## src/rtl/hazard_ctrl.sv

```systemverilog
// Hazard, forwarding and memory-wait controller for the 5-stage pipeline.
// Optional performance counters are built when HAZARD_PERF_CNT_EN is defined.
module hazard_ctrl #(
    parameter int unsigned WAIT_MAX = 255,
    parameter int unsigned WAIT_W   = 8,
    parameter int unsigned CNT_W    = 16
) (
    input  logic             clk,
    input  logic             rst,
    input  logic [4:0]       RS1_D,
    input  logic [4:0]       RS2_D,
    input  logic [4:0]       RS1_E,
    input  logic [4:0]       RS2_E,
    input  logic [4:0]       RD_E,
    input  logic             ResultSrcE,
    input  logic             RegWriteE,
    input  logic             PCSrcE,
    input  logic [4:0]       RD_M,
    input  logic             RegWriteM,
    input  logic [4:0]       RD_W,
    input  logic             RegWriteW,
    input  logic             MemReqM,
    input  logic             MemReadyM,
    output logic [1:0]       ForwardAE,
    output logic [1:0]       ForwardBE,
    output logic             StallF,
    output logic             StallD,
    output logic             StallE,
    output logic             StallM,
    output logic             FlushD,
    output logic             FlushE,
    output logic             FlushW,
    output logic             MemTimeout,
    output logic [CNT_W-1:0] StallCycles,
    output logic [CNT_W-1:0] FlushCycles
);

    localparam logic [0:0] StRun  = 1'b0;
    localparam logic [0:0] StWait = 1'b1;
    localparam logic [WAIT_W-1:0] WaitMax = WAIT_MAX[WAIT_W-1:0];

    logic              freeze;
    logic              loaduse;
    logic [0:0]        state_q, state_d;
    logic [WAIT_W-1:0] wait_cnt_q, wait_cnt_d;
    logic              timeout_q, timeout_d;

    function automatic logic [1:0] fwd_sel(input logic [4:0] rs, input logic [4:0] rd_m,
                                           input logic wr_m, input logic [4:0] rd_w,
                                           input logic wr_w);
        if (wr_m && (rd_m != 5'd0) && (rd_m == rs)) begin
            return 2'b10;
        end else if (wr_w && (rd_w != 5'd0) && (rd_w == rs)) begin
            return 2'b01;
        end
        return 2'b00;
    endfunction

    assign freeze  = MemReqM & ~MemReadyM;
    assign loaduse = ResultSrcE & RegWriteE & (RD_E != 5'd0) &
                     ((RD_E == RS1_D) | (RD_E == RS2_D));

    always_comb begin
        ForwardAE = 2'b00;
        ForwardBE = 2'b00;
        StallF    = 1'b0;
        StallD    = 1'b0;
        StallE    = 1'b0;
        StallM    = 1'b0;
        FlushD    = 1'b0;
        FlushE    = 1'b0;
        FlushW    = 1'b0;
        if (!rst) begin
            ForwardAE = fwd_sel(RS1_E, RD_M, RegWriteM, RD_W, RegWriteW);
            ForwardBE = fwd_sel(RS2_E, RD_M, RegWriteM, RD_W, RegWriteW);
            // Freeze holds E, so a pending branch or load-use re-evaluates afterwards.
            if (freeze) begin
                StallF = 1'b1;
                StallD = 1'b1;
                StallE = 1'b1;
                StallM = 1'b1;
                FlushW = 1'b1;
            end else if (PCSrcE) begin
                FlushD = 1'b1;
                FlushE = 1'b1;
            end else if (loaduse) begin
                StallF = 1'b1;
                StallD = 1'b1;
                FlushE = 1'b1;
            end
        end
    end

    always_comb begin
        state_d    = state_q;
        wait_cnt_d = wait_cnt_q;
        timeout_d  = timeout_q;
        case (state_q)
            StRun: begin
                if (freeze) begin
                    state_d    = StWait;
                    wait_cnt_d = WAIT_W'(1);
                end
            end
            StWait: begin
                if (MemReadyM) begin
                    state_d    = StRun;
                    wait_cnt_d = '0;
                end else if (wait_cnt_q != WaitMax) begin
                    wait_cnt_d = wait_cnt_q + WAIT_W'(1);
                end
            end
            default: state_d = StRun;
        endcase
        // Raise on the edge that ends wait cycle WAIT_MAX; the access itself keeps waiting.
        if ((state_d == StWait) && (wait_cnt_d == WaitMax)) begin
            timeout_d = 1'b1;
        end
    end

    always_ff @(posedge clk) begin
        if (rst) begin
            state_q    <= StRun;
            wait_cnt_q <= '0;
            timeout_q  <= 1'b0;
        end else begin
            state_q    <= state_d;
            wait_cnt_q <= wait_cnt_d;
            timeout_q  <= timeout_d;
        end
    end

    assign MemTimeout = timeout_q;

`ifdef HAZARD_PERF_CNT_EN
    logic [CNT_W-1:0] stall_cnt_q, flush_cnt_q;

    always_ff @(posedge clk) begin
        if (rst) begin
            stall_cnt_q <= '0;
            flush_cnt_q <= '0;
        end else begin
            if (StallF && (stall_cnt_q != '1)) begin
                stall_cnt_q <= stall_cnt_q + CNT_W'(1);
            end
            if (FlushE && (flush_cnt_q != '1)) begin
                flush_cnt_q <= flush_cnt_q + CNT_W'(1);
            end
        end
    end

    assign StallCycles = stall_cnt_q;
    assign FlushCycles = flush_cnt_q;
`else
    assign StallCycles = '0;
    assign FlushCycles = '0;
`endif

endmodule

```

## config.mk

```make
export PLATFORM = sky130hd
export DESIGN_NAME = hazard_ctrl
export DESIGN_NICKNAME = d
export VERILOG_FILES = /design/src/rtl/hazard_ctrl.sv
export SDC_FILE = /design/constraint.sdc
export NUM_CORES = 1
export LEC_CHECK = 0
export ABC_AREA = 1
export CORE_MARGIN = 8
export CORE_UTILIZATION = 28
export DETAILED_ROUTE_END_ITERATION = 12
export DONT_BUFFER_PORTS = 1
export PLACE_DENSITY = 0.43
export SLEW_MARGIN = 10
export SYNTH_ARGS = -nofsm -noshare
export SYNTH_HDL_FRONTEND = slang
export SYNTH_SLANG_ARGS = --single-unit
```

## constraint.sdc

```tcl
create_clock -name clk -period 1.9 [get_ports clk]
set_input_delay 0.475 -clock clk [delete_from_list [all_inputs] [get_ports clk]]
set_output_delay 0.475 -clock clk [all_outputs]
set_load 0.01 [all_outputs]
```

==> flow_metrics.tcl <==
set metrics [dict create \
    io_buffers 0 \
    slew_violations 0 \
    ys_types 29 \
    coreArea_sq_um 4980 \
    min_from "rst" \
    hold_class "in -> reg" \
    final_common_cell "nand2_1" \
    via_per_inst 4.25 \
    cp_data_required_time_ns 1.42 \
    grt_start_max_net_pins 16 \
    fin_util_pct 29.5 \
    clock_skew_ns 0.00162 \
    rows 26 \
    cts_tree "built" \
    worstPathArrival_ns 1.37 \
    fp.dieW_um 87.0 \
    stdcell_count 285 \
    ys_seq_area_share_pct 14.2 \
    clk_pin_slew_ns 0.05 \
    grt_pass1_vias 1261 \
    grt.overflow.total 0 \
    layout-drive-gt1-share_pct 18.1 \
    die_h_um 87.0 \
    r2r_cells 11 \
    n_antenna_cell 0 \
    clkLatencyLatePin_ns 0.24 \
    drc 0 \
    drt_iter0_drc 63 \
    die-area_sq_um 7570 \
    grt_first_pass_wirelength_um 5650 \
    layout_common_cells "nand2_1 (33), conb_1 (32), nor2_1 (18)" \
    cts_max_level 1 \
    areaGrowthSynthToFinish_pct 4.08 \
    maxCapViolations 0 \
    nets 262 \
    drtAntennaViolNets 0 \
    crit_type "in -> out" \
    cp_max_fo 3 \
    drt-pass1-iter-count 4 \
    place_inst 282 \
    setup_tns_ns 0 \
    syn_area_sq_um 1410 \
    nFillCells 559 \
    finalSetupViolCount 0 \
    vias 1211 \
    power_density_nw_per_um2 406 \
    cts_sinks 10 \
    synthCells 213 \
    holdPathStages 1 \
    ys_seq_elements 10 \
    initial_core_util_pct 28.4 \
    reg2reg_slack_ns 0.27 \
    gp_congestion 0.769 \
    cts_root_buf "clkbuf_8" \
    timing.fmax_mhz 543 \
    grt_setup_unrepaired "true" \
    ios 88 \
    detailed_place_hpwl_um 3050 \
    status "completed" \
    reg2reg_to "MemTimeout" \
    irDropWorstVdd_mv 0.142 \
    max-clock-path-buffers 2 \
    min_to "MemTimeout" \
    numCtsBuffers 3 \
    syn_area_per_cell_sq_um 6.63 \
    post_drt_wl_per_cell_um 12.5 \
    hold_viol 0 \
    drt-total-wl_um 3570 \
    end_kind "output port" \
    start_kind "input port" \
    antenna_found_initial 0 \
    leakagePower_nw 0.615 \
    fin_crit_sh_pct 96.9 \
    grt_util_all_layers_pct 9.28 \
    yosysWarnings 0 \
    fin_crit_ns 1.84 \
    r2r_start "wait_cnt_q[1]" \
]
critical path: stages:
cell	delay, ns
xor2_1	0.14
nor2_1	0.10
nand3_1	0.07
o21ai_1	0.12
nand4_1	0.16
a21oi_2	0.17
buf_6	0.13
cell families after synthesis:
| group | Yosys count | share of synthesized area [%] |
|---|---|---|
| DFF | 10 | 14.2 |
| AOI/OAI and AO/OA | 25 | 10.0 |
| adders and majority gates | 1 | 0.886 |
| other | 1 | 0.266 |
| buffers and inverters | 56 | 24.2 |
| xor gates and xnor gates | 27 | 16.8 |
| and+or+nand+nor | 93 | 33.7 |
Yosys cell counts (all sizes together):
library cell	count	area (sq um)
conb	1	3.75
a21oi	16	91.3
xor2	11	96.3
nand4	4	25.0
xnor2	16	140
or2	2	12.5
o41ai	1	8.76
nor4	3	18.8
nor3	3	15.0
o21ai	7	35.0
nand3	16	90.1
nand3b	1	7.51
ha	1	12.5
nor2	24	129
dfxtp	10	200
clkbuf	1	3.75
nand2	40	178
buf	35	263
inv	20	75.1
a31oi	1	6.26
report_power, final:
part | internal [mW] | switching, mW
combinational | 0.0602 | 0.0937
sequential | 0.214 | 0.00354
clock | 0.139 | 0.0861
total | 0.413 | 0.183
routing by layer:
layer	wire, um	GRT usage (%)
met1	1290	9.42
met2	1800	16.0
met3	422	4.25
met5	0	0
met4	53	3.91
metrics by stage:
| step | area [sq um] | hold slack, ns | worst slack [ns] | power (mW) |
|---|---|---|---|---|
| floorplan | 1530 | 0.478 | 0.0513 | 0.399 |
| global placement | 1380 | 0.503 | 0.0507 | 0.366 |
| detailed placement | 1380 | 0.505 | 0.0352 | 0.365 |
| CTS | 1420 | 0.296 | 0.0212 | 0.591 |
| global route | 1470 | 0.295 | -0.0984 | 0.631 |
| finish | 1470 | 0.298 | 0.0588 | 0.596 |
sequential cells by signal, summed over array words and instances (netlist names):
signal and count:
MemTimeout 1, wait_cnt_q 8, state_q 1
timing repair:
| item | 4_1_cts | 5_1_grt |
|---|---|---|
| setup endpoints to repair | 0 | 7 |
| hold buffers | 0 | 0 |
| buffers inserted | 0 | 0 |
| resized for setup | 0 | 11 |
worst max-delay path by stage:
stage | from | endpoint | slack [ns] | depth (start not counted)
6_report | RD_E[4] | StallF | 0.06 | 7
5_1_grt | RD_E[4] | StallF | -0.1 | 7
4_1_cts | RD_W[1] | ForwardAE[0] | 0.02 | 7
3_5_place_dp | RD_E[4] | FlushE | 0.04 | 6
3_3_place_gp | RD_W[1] | ForwardAE[0] | 0.05 | 7
2_1_floorplan | RD_E[4] | StallF | 0.05 | 7
cell type report:
cell class / count / area, sq um / share of cell area, %
Clock buffer: 3 / 41.3 / 2.81
Inverter: 20 / 78.8 / 5.37
Multi-Input combinational cell: 178 / 1030 / 69.9
Sequential cell: 10 / 200 / 13.6
Tap cell: 70 / 87.6 / 5.96
Timing Repair Buffer: 4 / 33.8 / 2.30
No activity file was read; power rests on OpenSTA's default activity.
